$ cat src/rtl/codec_reg_arbiter_pkg.sv
// codec_reg_arbiter_pkg
//   Shared definitions for the WM8731 register-write arbiter. The register word
//   widths are also used by the boot-time codec configuration sequencer, so they
//   live here rather than in the arbiter itself.
//   Contents:
//     REG_ADDR_W    codec register address width (7)
//     REG_DATA_W    codec register data width (9)
//     arb_states_t  arbiter FSM states

package codec_reg_arbiter_pkg;

  localparam int REG_ADDR_W = 7;
  localparam int REG_DATA_W = 9;

  typedef enum logic [1:0] {
    ARB_IDLE      = 2'd0,
    ARB_ISSUE     = 2'd1,
    ARB_WAIT_DONE = 2'd2
  } arb_states_t;

endpackage

$ cat src/rtl/codec_reg_arbiter_if.sv
// codec_reg_arbiter_if
//   Bundles the two requester ports and the I2C register-write engine handshake
//   that the arbiter sits between.
//   Modports:
//     slave  - the arbiter: takes requests and engine status, drives grants,
//              completion pulses and the engine command word
//     master - the surroundings (requesters + I2C master)
//   Signals:
//     i_init_lock                      only port 0 may be granted
//     i_reqN_valid/addr/data           port N write request (N = 0, 1)
//     o_reqN_ready/done/err            port N latched / completed / timed-out pulses
//     o_i2c_enb, o_addr, o_data        command word to the I2C master
//     i_i2c_next, i_i2c_done           I2C master progress
//     o_i2c_abort                      timeout abort pulse to the I2C master
//     o_busy                           arbiter not idle

interface codec_reg_arbiter_if;

  logic                                        i_init_lock;

  logic                                        i_req0_valid;
  logic [codec_reg_arbiter_pkg::REG_ADDR_W-1:0] i_req0_addr;
  logic [codec_reg_arbiter_pkg::REG_DATA_W-1:0] i_req0_data;
  logic                                        o_req0_ready;
  logic                                        o_req0_done;
  logic                                        o_req0_err;

  logic                                        i_req1_valid;
  logic [codec_reg_arbiter_pkg::REG_ADDR_W-1:0] i_req1_addr;
  logic [codec_reg_arbiter_pkg::REG_DATA_W-1:0] i_req1_data;
  logic                                        o_req1_ready;
  logic                                        o_req1_done;
  logic                                        o_req1_err;

  logic                                        o_i2c_enb;
  logic [codec_reg_arbiter_pkg::REG_ADDR_W-1:0] o_addr;
  logic [codec_reg_arbiter_pkg::REG_DATA_W-1:0] o_data;
  logic                                        i_i2c_next;
  logic                                        i_i2c_done;
  logic                                        o_i2c_abort;
  logic                                        o_busy;

  modport slave (
    input  i_init_lock,
    input  i_req0_valid, i_req0_addr, i_req0_data,
    output o_req0_ready, o_req0_done, o_req0_err,
    input  i_req1_valid, i_req1_addr, i_req1_data,
    output o_req1_ready, o_req1_done, o_req1_err,
    output o_i2c_enb, o_addr, o_data, o_i2c_abort, o_busy,
    input  i_i2c_next, i_i2c_done
  );

  modport master (
    output i_init_lock,
    output i_req0_valid, i_req0_addr, i_req0_data,
    input  o_req0_ready, o_req0_done, o_req0_err,
    output i_req1_valid, i_req1_addr, i_req1_data,
    input  o_req1_ready, o_req1_done, o_req1_err,
    input  o_i2c_enb, o_addr, o_data, o_i2c_abort, o_busy,
    output i_i2c_next, i_i2c_done
  );

endinterface

$ cat src/rtl/arb_timeout_ctr.sv
// arb_timeout_ctr
//   Cycle counter guarding one arbiter grant. Held at zero while cleared, counts
//   while enabled, and flags expiry in the cycle the count reaches TIMEOUT_CYC-1.
//   Ports:
//     clk_i      clock
//     rst_i      synchronous active-high reset
//     clear_i    force count to zero
//     enable_i   count this cycle
//     expired_o  count has reached TIMEOUT_CYC-1 while enabled
//   Parameters:
//     TIMEOUT_CYC  cycles before expiry; CNT_W must satisfy 2**CNT_W > TIMEOUT_CYC

module arb_timeout_ctr #(
  parameter int TIMEOUT_CYC = 65535,
  parameter int CNT_W       = 16
) (
  input  logic clk_i,
  input  logic rst_i,
  input  logic clear_i,
  input  logic enable_i,
  output logic expired_o
);

  localparam logic [CNT_W-1:0] LastCount = CNT_W'(TIMEOUT_CYC - 1);

  logic [CNT_W-1:0] cnt_q;
  logic [CNT_W-1:0] cnt_d;

  // Expiry is only meaningful while the arbiter owns the engine.
  assign expired_o = enable_i && (cnt_q == LastCount);

  // Next count: clear wins, then count up, but stop at the expiry value so the
  // counter never wraps if the owner is slow to react.
  always_comb begin
    cnt_d = cnt_q;
    if (clear_i) begin
      cnt_d = '0;
    end else if (enable_i && !expired_o) begin
      cnt_d = cnt_q + CNT_W'(1);
    end
  end

  // Count register.
  always_ff @(posedge clk_i) begin
    if (rst_i) begin
      cnt_q <= '0;
    end else begin
      cnt_q <= cnt_d;
    end
  end

endmodule

$ cat src/rtl/codec_reg_arbiter.sv
// codec_reg_arbiter
//   Shares the single WM8731 I2C register-write engine between the boot-time
//   configuration sequencer (port 0) and the runtime volume/mute control
//   (port 1). One 7-bit address + 9-bit data word is latched per grant, handed
//   to the engine, and the outcome (done or timeout error) is pulsed back to
//   whichever port owns the grant.
//   Ports:
//     i_clk   clock
//     i_rst   synchronous active-high reset
//     bus     codec_reg_arbiter_if.slave (requesters + I2C engine handshake)
//   Parameters:
//     TIMEOUT_CYC  maximum cycles a grant may spend in ISSUE + WAIT_DONE
//     CNT_W        timeout counter width

module codec_reg_arbiter
  import codec_reg_arbiter_pkg::*;
#(
  parameter int TIMEOUT_CYC = 65535,
  parameter int CNT_W       = 16
) (
  input  logic                 i_clk,
  input  logic                 i_rst,
  codec_reg_arbiter_if.slave   bus
);

  arb_states_t           state_q;
  logic                  owner_q;
  logic                  lastGrant_q;
  logic [REG_ADDR_W-1:0] addr_q;
  logic [REG_DATA_W-1:0] data_q;
  logic                  enb_q;
  logic                  abort_q;
  logic                  ready0_q, ready1_q;
  logic                  done0_q, done1_q;
  logic                  err0_q, err1_q;

  logic                  elig0, elig1;
  logic                  grantAny;
  logic                  grantSel;
  logic                  timerClear;
  logic                  timerEnable;
  logic                  timerExpired;

  // The timeout counter sits at zero whenever the arbiter is idle, so it is
  // implicitly cleared at the grant edge and starts counting from there.
  assign timerClear  = (state_q == ARB_IDLE);
  assign timerEnable = (state_q != ARB_IDLE);

  arb_timeout_ctr #(
    .TIMEOUT_CYC (TIMEOUT_CYC),
    .CNT_W       (CNT_W)
  ) u_timeout (
    .clk_i     (i_clk),
    .rst_i     (i_rst),
    .clear_i   (timerClear),
    .enable_i  (timerEnable),
    .expired_o (timerExpired)
  );

  // Arbitration. While the codec is still being configured, port 1 is masked
  // out but its valid is simply left pending. With both ports eligible the one
  // that did not win last time gets the engine.
  always_comb begin
    elig0    = bus.i_req0_valid;
    elig1    = bus.i_req1_valid && !bus.i_init_lock;
    grantAny = elig0 || elig1;
    grantSel = 1'b0;
    if (elig0 && elig1) begin
      grantSel = ~lastGrant_q;
    end else begin
      grantSel = elig1;
    end
  end

  // Arbiter FSM with all outputs registered. ready/done/err/abort are one-cycle
  // pulses, so they default low every cycle. Completion is checked before
  // expiry so a done arriving on the last allowed cycle still counts as done.
  // The address/data registers are only loaded on a grant so the engine sees a
  // stable word that also holds while idle.
  always_ff @(posedge i_clk) begin
    if (i_rst) begin
      state_q     <= ARB_IDLE;
      owner_q     <= 1'b0;
      lastGrant_q <= 1'b1;
      addr_q      <= '0;
      data_q      <= '0;
      enb_q       <= 1'b0;
      abort_q     <= 1'b0;
      ready0_q    <= 1'b0;
      ready1_q    <= 1'b0;
      done0_q     <= 1'b0;
      done1_q     <= 1'b0;
      err0_q      <= 1'b0;
      err1_q      <= 1'b0;
    end else begin
      ready0_q <= 1'b0;
      ready1_q <= 1'b0;
      done0_q  <= 1'b0;
      done1_q  <= 1'b0;
      err0_q   <= 1'b0;
      err1_q   <= 1'b0;
      abort_q  <= 1'b0;

      unique case (state_q)
        ARB_IDLE: begin
          if (grantAny) begin
            owner_q     <= grantSel;
            lastGrant_q <= grantSel;
            addr_q      <= grantSel ? bus.i_req1_addr : bus.i_req0_addr;
            data_q      <= grantSel ? bus.i_req1_data : bus.i_req0_data;
            ready0_q    <= ~grantSel;
            ready1_q    <= grantSel;
            enb_q       <= 1'b1;
            state_q     <= ARB_ISSUE;
          end
        end

        ARB_ISSUE: begin
          if (bus.i_i2c_next && bus.i_i2c_done) begin
            enb_q   <= 1'b0;
            done0_q <= ~owner_q;
            done1_q <= owner_q;
            state_q <= ARB_IDLE;
          end else if (timerExpired) begin
            enb_q   <= 1'b0;
            abort_q <= 1'b1;
            err0_q  <= ~owner_q;
            err1_q  <= owner_q;
            state_q <= ARB_IDLE;
          end else if (bus.i_i2c_next) begin
            enb_q   <= 1'b0;
            state_q <= ARB_WAIT_DONE;
          end
        end

        ARB_WAIT_DONE: begin
          if (bus.i_i2c_done) begin
            done0_q <= ~owner_q;
            done1_q <= owner_q;
            state_q <= ARB_IDLE;
          end else if (timerExpired) begin
            enb_q   <= 1'b0;
            abort_q <= 1'b1;
            err0_q  <= ~owner_q;
            err1_q  <= owner_q;
            state_q <= ARB_IDLE;
          end
        end

        default: begin
          enb_q   <= 1'b0;
          state_q <= ARB_IDLE;
        end
      endcase
    end
  end

  // Drive the interface from the output registers.
  assign bus.o_req0_ready = ready0_q;
  assign bus.o_req0_done  = done0_q;
  assign bus.o_req0_err   = err0_q;
  assign bus.o_req1_ready = ready1_q;
  assign bus.o_req1_done  = done1_q;
  assign bus.o_req1_err   = err1_q;
  assign bus.o_i2c_enb    = enb_q;
  assign bus.o_addr       = addr_q;
  assign bus.o_data       = data_q;
  assign bus.o_i2c_abort  = abort_q;
  assign bus.o_busy       = (state_q != ARB_IDLE);

endmodule

$ cat src/flat_wrapper.sv
// flat-port wrapper written by rule: the top's interface ports become plain ports
module codec_reg_arbiter_flat import codec_reg_arbiter_pkg::*;
#(
  parameter int TIMEOUT_CYC = 65535,
  parameter int CNT_W       = 16
)
  (i_clk, i_rst, bus_i_init_lock, bus_i_req0_valid, bus_i_req0_addr, bus_i_req0_data, bus_o_req0_ready, bus_o_req0_done, bus_o_req0_err, bus_i_req1_valid, bus_i_req1_addr, bus_i_req1_data, bus_o_req1_ready, bus_o_req1_done, bus_o_req1_err, bus_o_i2c_enb, bus_o_addr, bus_o_data, bus_o_i2c_abort, bus_o_busy, bus_i_i2c_next, bus_i_i2c_done);
  codec_reg_arbiter_if bus_i ();
  input  logic i_clk;
  input  logic i_rst;
  input wire logic [$bits(bus_i.i_init_lock)-1:0] bus_i_init_lock;
  input wire logic [$bits(bus_i.i_req0_valid)-1:0] bus_i_req0_valid;
  input wire logic [$bits(bus_i.i_req0_addr)-1:0] bus_i_req0_addr;
  input wire logic [$bits(bus_i.i_req0_data)-1:0] bus_i_req0_data;
  output wire logic [$bits(bus_i.o_req0_ready)-1:0] bus_o_req0_ready;
  output wire logic [$bits(bus_i.o_req0_done)-1:0] bus_o_req0_done;
  output wire logic [$bits(bus_i.o_req0_err)-1:0] bus_o_req0_err;
  input wire logic [$bits(bus_i.i_req1_valid)-1:0] bus_i_req1_valid;
  input wire logic [$bits(bus_i.i_req1_addr)-1:0] bus_i_req1_addr;
  input wire logic [$bits(bus_i.i_req1_data)-1:0] bus_i_req1_data;
  output wire logic [$bits(bus_i.o_req1_ready)-1:0] bus_o_req1_ready;
  output wire logic [$bits(bus_i.o_req1_done)-1:0] bus_o_req1_done;
  output wire logic [$bits(bus_i.o_req1_err)-1:0] bus_o_req1_err;
  output wire logic [$bits(bus_i.o_i2c_enb)-1:0] bus_o_i2c_enb;
  output wire logic [$bits(bus_i.o_addr)-1:0] bus_o_addr;
  output wire logic [$bits(bus_i.o_data)-1:0] bus_o_data;
  output wire logic [$bits(bus_i.o_i2c_abort)-1:0] bus_o_i2c_abort;
  output wire logic [$bits(bus_i.o_busy)-1:0] bus_o_busy;
  input wire logic [$bits(bus_i.i_i2c_next)-1:0] bus_i_i2c_next;
  input wire logic [$bits(bus_i.i_i2c_done)-1:0] bus_i_i2c_done;
  assign bus_i.i_init_lock = bus_i_init_lock;
  assign bus_i.i_req0_valid = bus_i_req0_valid;
  assign bus_i.i_req0_addr = bus_i_req0_addr;
  assign bus_i.i_req0_data = bus_i_req0_data;
  assign bus_o_req0_ready = bus_i.o_req0_ready;
  assign bus_o_req0_done = bus_i.o_req0_done;
  assign bus_o_req0_err = bus_i.o_req0_err;
  assign bus_i.i_req1_valid = bus_i_req1_valid;
  assign bus_i.i_req1_addr = bus_i_req1_addr;
  assign bus_i.i_req1_data = bus_i_req1_data;
  assign bus_o_req1_ready = bus_i.o_req1_ready;
  assign bus_o_req1_done = bus_i.o_req1_done;
  assign bus_o_req1_err = bus_i.o_req1_err;
  assign bus_o_i2c_enb = bus_i.o_i2c_enb;
  assign bus_o_addr = bus_i.o_addr;
  assign bus_o_data = bus_i.o_data;
  assign bus_o_i2c_abort = bus_i.o_i2c_abort;
  assign bus_o_busy = bus_i.o_busy;
  assign bus_i.i_i2c_next = bus_i_i2c_next;
  assign bus_i.i_i2c_done = bus_i_i2c_done;
  codec_reg_arbiter #(.TIMEOUT_CYC(TIMEOUT_CYC), .CNT_W(CNT_W)) u_core (.i_clk(i_clk), .i_rst(i_rst), .bus(bus_i));
endmodule
$ cat config.mk
export PLATFORM = sky130hd
export DESIGN_NAME = codec_reg_arbiter_flat
export DESIGN_NICKNAME = d
export VERILOG_FILES = /design/src/rtl/codec_reg_arbiter_pkg.sv /design/src/rtl/codec_reg_arbiter_if.sv /design/src/rtl/arb_timeout_ctr.sv /design/src/rtl/codec_reg_arbiter.sv /design/src/flat_wrapper.sv
export SDC_FILE = /design/constraint.sdc
export NUM_CORES = 1
export LEC_CHECK = 0
export ABC_AREA = 1
export BUFFER_PORTS_ARGS = -buffer_cell sky130_fd_sc_hd__buf_4
export CORE_MARGIN = 2
export CORE_UTILIZATION = 57
export DETAILED_ROUTE_END_ITERATION = 10
export PLACE_DENSITY = 0.85
export SYNTH_ARGS = -nofsm -noshare
export SYNTH_HDL_FRONTEND = slang
export SYNTH_HIERARCHICAL = 1
export SYNTH_SLANG_ARGS = --single-unit
$ cat constraint.sdc
create_clock -name i_clk -period 3.23 [get_ports i_clk]
set_input_delay 0.323 -clock i_clk [delete_from_list [all_inputs] [get_ports i_clk]]
set_output_delay 0.323 -clock i_clk [all_outputs]
set_load 0.005 [all_outputs]
# Word level (Yosys, flattened, before mapping)
# Index checks and enable logic that the tools add are counted.
[word_totals]
input_bits = 39
reg_bits = 44
wordCells = 78
out_inout_bits = 25
[op_classes]
n_reduce_logical = 15
n_addsub = 1
bitwise = 5
n_eq_ne = 8
mux = 35
[ops]
columns = ["operator", "count"]
rows = [
  ["2-to-1 mux 1 bit", 20],
  ["adder 16 x 1 -> 16 bit, second input constant", 1],
  ["equality test 16 bit, second input constant", 1],
  ["2-to-1 mux 2 bit", 6],
  ["one-hot mux 1 bit (2 select lines)", 5],
  ["2-to-1 mux 9 bit", 1],
  ["2-to-1 mux 7 bit", 1],
  ["one-hot mux 2 bit (3 select lines)", 1],
  ["logical AND 1 bit", 5],
  ["NOT 1 bit", 5],
  ["inequality test 2 bit, second input constant", 2],
  ["inequality test 4 x 3 -> 1 bit, second input constant", 1],
  ["AND reduction 4 bit", 1],
  ["inequality test 3 bit, second input constant", 1],
  ["one-hot mux 1 bit (3 select lines)", 1],
  ["AND reduction 3 bit", 1],
  ["OR reduction 3 bit", 1],
  ["equality test 2 x 1 -> 1 bit, second input constant", 1],
  ["equality test 2 bit, second input constant", 1],
  ["logical NOT 1 bit", 2],
  ["logical NOT 2 bit", 1],
  ["inequality test 2 x 1 -> 1 bit, second input constant", 1],
  ["AND reduction 2 bit", 1],
  ["nonzero test 2 bit", 1],
  ["2 further kinds", 2],
]

# Logic depth before layout (Yosys ltp)
[logic_depth]
depth_word = 5
depth_mapped = 14
mapped_depth_nobuf = 14

# Cells and area by module
# Netlist, hierarchy kept.
[modules_own_cells]
columns = ["module", "n_inst", "cells_each", "area_each_um2", "seq_area_each_um2"]
rows = [
  ["codec_reg_arbiter", 1, 212, 1442.6, 560.5],
  ["arb_timeout_ctr", 1, 167, 1083.5, 320.3],
]

# Worst setup path before layout
# Ideal clock, no wire load.
[synth_path]
path_type = "reg-to-reg"
from = "register u_core.state_q[0]"
to = "register u_core.state_q[0]"
synth_period_minus_slack_ps = 1763
setup_ps = 113
arrival_ps = 1650
stages_incl_launch_ff = 12
t_required_ps = 3117
path_buffers = 1
setup_slack_ps = 1467
cell_sequence = "dfxtp_1 -> inv_1 -> ha_1 -> clkbuf_2 -> inv_2 -> inv_1 -> nor2_1 -> inv_1 -> nand3b_1 -> nand3_1 -> nor2_1 -> nor2_1"
[synth_between]
word_cells_on_any_way = 12
classes_between = "eq/ne: 5; mux: 3; reduce/logical: 4"
[synth_rtl]
columns = ["element", "line", "rtl"]
rows = [
  ["start: declaration", "codec_reg_arbiter.sv:26", "arb_states_t state_q;"],
  ["start signal: assignment", "codec_reg_arbiter.sv:82", "state_q <= ARB_IDLE;"],
  ["start signal: assignment", "codec_reg_arbiter.sv:114", "state_q <= ARB_ISSUE;"],
  ["start signal: assignment", "codec_reg_arbiter.sv:123", "state_q <= ARB_IDLE;"],
  ["logical NOT 2 bit *", "n/a", ""],
  ["via u_core.timerClear", "codec_reg_arbiter.sv:40", "logic timerClear;"],
  ["inequality test 2 x 1 -> 1 bit (no source line)", "n/a", ""],
  ["AND reduction 3 bit (no source line)", "n/a", ""],
]
# The timed path passes the listed nets; every way through them passes the cells marked *.
# A chain may end at the register's enable or synchronous reset.

# Final worst setup path
[layout_path]
from = "register u_core.state_q[0]"
to = "register u_core.state_q[1]"
# Same word-level chain as after synthesis.

==> results_dict.tcl <==
set metrics [dict create \
    outcome "finished clean" \
    leakagePower_nw 1.46 \
    gp_congestion 0.853 \
    fmax_mhz 510 \
    worstPathBufferInverterCount 4 \
    hpwl_mm 4.21 \
    post_cts_buffers 0 \
    layout_common_cells "nand2_1 (113), buf_4 (63), inv_1 (57), nand3_1 (49), dfxtp_1 (44)" \
    slowest_delay_ns 0.37 \
    cts_root_buf "clkbuf_8" \
    n_antenna_cell 0 \
    synth.distinct_cells 29 \
    final_common_cell "nand2_1" \
    period_needed_ns 1.96 \
    synth_seq_cells 44 \
    fillCellCount 386 \
    final_area_mm2 0.00309 \
    finish.utilization_pct 71.5 \
    cts.clk_slew.worst_paths_ns 0.09 \
    io_pins 64 \
    dp_slack_ns 1.30 \
    yosys_warnings 6 \
    cp.depth 10 \
    die_x_um 70.6 \
    holdWs_ns 0.317 \
    pwr_density_cell_mw_per_mm2 609 \
    synth_area_mm2 0.00253 \
    drt-initial-drc-count 144 \
    finClkSkew_ns 0.00692 \
    yosys.area_share.adder_pct 2.97 \
    synthCells 379 \
    synth_area_leaders "dfxtp_1 (35%), nand2_1 (17%), nand3_1 (9.7%)" \
    grt_pass1_wl_mm 9.74 \
    htreeDepth 2 \
    worst_pin_slew_ns 0.551 \
    startpoint "u_core/state_q[0]" \
    grt_usage_pct 23.7 \
    placedCellCount 483 \
    final-instance-count-excl-fill 491 \
    grt-ovfl-total 0 \
    via_per_inst 4.98 \
    synth_top_area_share_pct 34.9 \
    critPathKind "flip-flop to flip-flop" \
    slew_headroom_pct 63.2 \
    postSynthAreaPerCell_um2 6.67 \
    detail_route.wl_per_cell_um 11.6 \
    crit_path_end_kind "flip-flop" \
    start_util_pct 58.4 \
    path_max_fanout 8 \
    crit_family "simple AND/OR/NAND/NOR gates" \
    synth-compound-area-share_pct 9.36 \
    clkSinkCount 44 \
    setup_viol 0 \
    cts_tree "yes" \
    multi_input_comb_area_mm2 0.00133 \
    holdCritPathClass "input pin to flip-flop" \
    regArea_um2 881 \
    cpMaxStageDelayCell "dfxtp_1" \
    synth_top_area_cell "dfxtp_1" \
    core_mm2 0.00432 \
    rrSetupSlack_ns 1.27 \
    area_growth_pct 22.3 \
    setup_ws_ns 1.27 \
    cts_made_buffers 5 \
    rsz0062_at_grt "no" \
    synth_nets 424 \
    totalPowerFinal_mw 1.88 \
    clockBufferDepth 2 \
    antenna_found_initial 0 \
    synth-xor-area-share_pct 1.73 \
    vias 2446 \
    crit_arrival_ns 2.17 \
    worstReg2RegEnd "u_core/state_q[1]" \
    num_rows 24 \
    r2r_cells 10 \
    synthMuxAreaShare_pct 0 \
    dieArea_mm2 0.00498 \
    hold_viol 0 \
    drc 0 \
    finalMaxSlewViolations 0 \
    synth_simple_gate_area_share_pct 38.6 \
    port_buffers 63 \
    r2r_start "u_core/state_q[0]" \
    hp-start "bus_i_i2c_next" \
    place_area_mm2 0.00298 \
    clock_latency_ns 0.30 \
    drive_above_1_share_pct 22.8 \
    max-vdd-ir-drop_v 0.000521 \
    firstDrtPassIters 4 \
    chipHeight_um 70.6 \
    finalCritPeriodShare_pct 60.7 \
    cts_resized 0 \
    grt_max_degree 22 \
    grt_pass1_vias 2327 \
    crit_end "u_core/state_q[1]" \
    finalSetupTns_ns 0 \
    num-nets-final 483 \
    ant_nets 0 \
    wl_mm 5.68 \
    path_cells "inv_1 > ha_1 > inv_2 > inv_1 > nor2_1 > inv_1 > nand3b_1 > nand3_1 > nor2_1 > nor2_1" \
    required_ns 3.43 \
    start_kind "flip-flop" \
    ys_seq_area_share_pct 34.9 \
    synth_top_family_by_area "simple AND/OR/NAND/NOR gates" \
    ctsHoldBuffers 0 \
    maxCapViolCount 0 \
]
[synthesized netlist by cell type, drive strengths merged]
cell type  count
xor2           3
xnor2          2
inv           60
nor2          43
nand2        118
ha             6
nor3           1
o21ai          3
clkbuf         3
dfxtp         44
nand4          3
a21oi         30
o211ai         1
nand3         50
nand3b         4
buf            8
[worst min-delay path by stage]
stage	slack, ns	depth (start not counted)	endpoint
2_1_floorplan	0.43	1	u_core/bus.o_req0_done
5_1_grt	0.33	3	u_core/bus.o_req0_done
3_3_place_gp	0.45	2	u_core/bus.o_data[2]
3_5_place_dp	0.46	2	u_core/bus.o_addr[0]
4_1_cts	0.31	3	u_core/bus.o_req0_done
6_report	0.32	3	u_core/bus.o_req0_done
[cell type report]
cell class	instances	share of cell area (%)
clock inverters	3	1.50
clock buffers	5	2.23
multi-input cells	264	43.1
flip-flops and latches	44	28.5
repair buffers	63	15.3
well taps	52	2.11
inverters	60	7.29
[where the power goes]
part / internal (mW) / switching (mW)
clock network: 0.233 / 0.196
registers: 0.631 / 0.0558
logic: 0.283 / 0.484
total: 1.15 / 0.736
[logic make-up after synthesis]
group,count (synthesis)
AO/OA/AOI/OAI,34
XOR/XNOR,5
adder cells (fa/ha/maj),6
buffers and inverters,71
flip-flops,44
AND/OR/NAND/NOR,219
[worst reg2reg max path: stages, from the launching register on]
cell and delay (ns):
dfxtp_1 0.37, inv_1 0.09, ha_1 0.33, inv_2 0.20
inv_1 0.11, nor2_1 0.22, inv_1 0.11, nand3b_1 0.12
nand3_1 0.15, nor2_1 0.12, nor2_1 0.05
[routing by layer]
metal  GRT usage [%]  share of wire [%]  up-vias
li1                -                  -     1289
met1            27.4                 43     1083
met2            42.2                 50       63
met3            6.13                5.0       11
met4            9.01                1.5        0
met5               0                  0        -
[registers in the layout, summed over array words and instances, names as in the netlist]
register and count:
u_core/bus.o_req1_err 1, u_core/bus.o_i2c_abort 1, u_core/bus.o_req1_done 1, u_core/owner_q 1
u_core/bus.o_i2c_enb 1, u_core/state_q 2, u_core/bus.o_req1_ready 1, u_core/bus.o_req0_err 1
u_core/bus.o_req0_ready 1, u_core/u_timeout/cnt_q 16, u_core/bus.o_req0_done 1, u_core/bus.o_addr 7
u_core/lastGrant_q 1, u_core/bus.o_data 9
(Power assumes the default switching activity.)
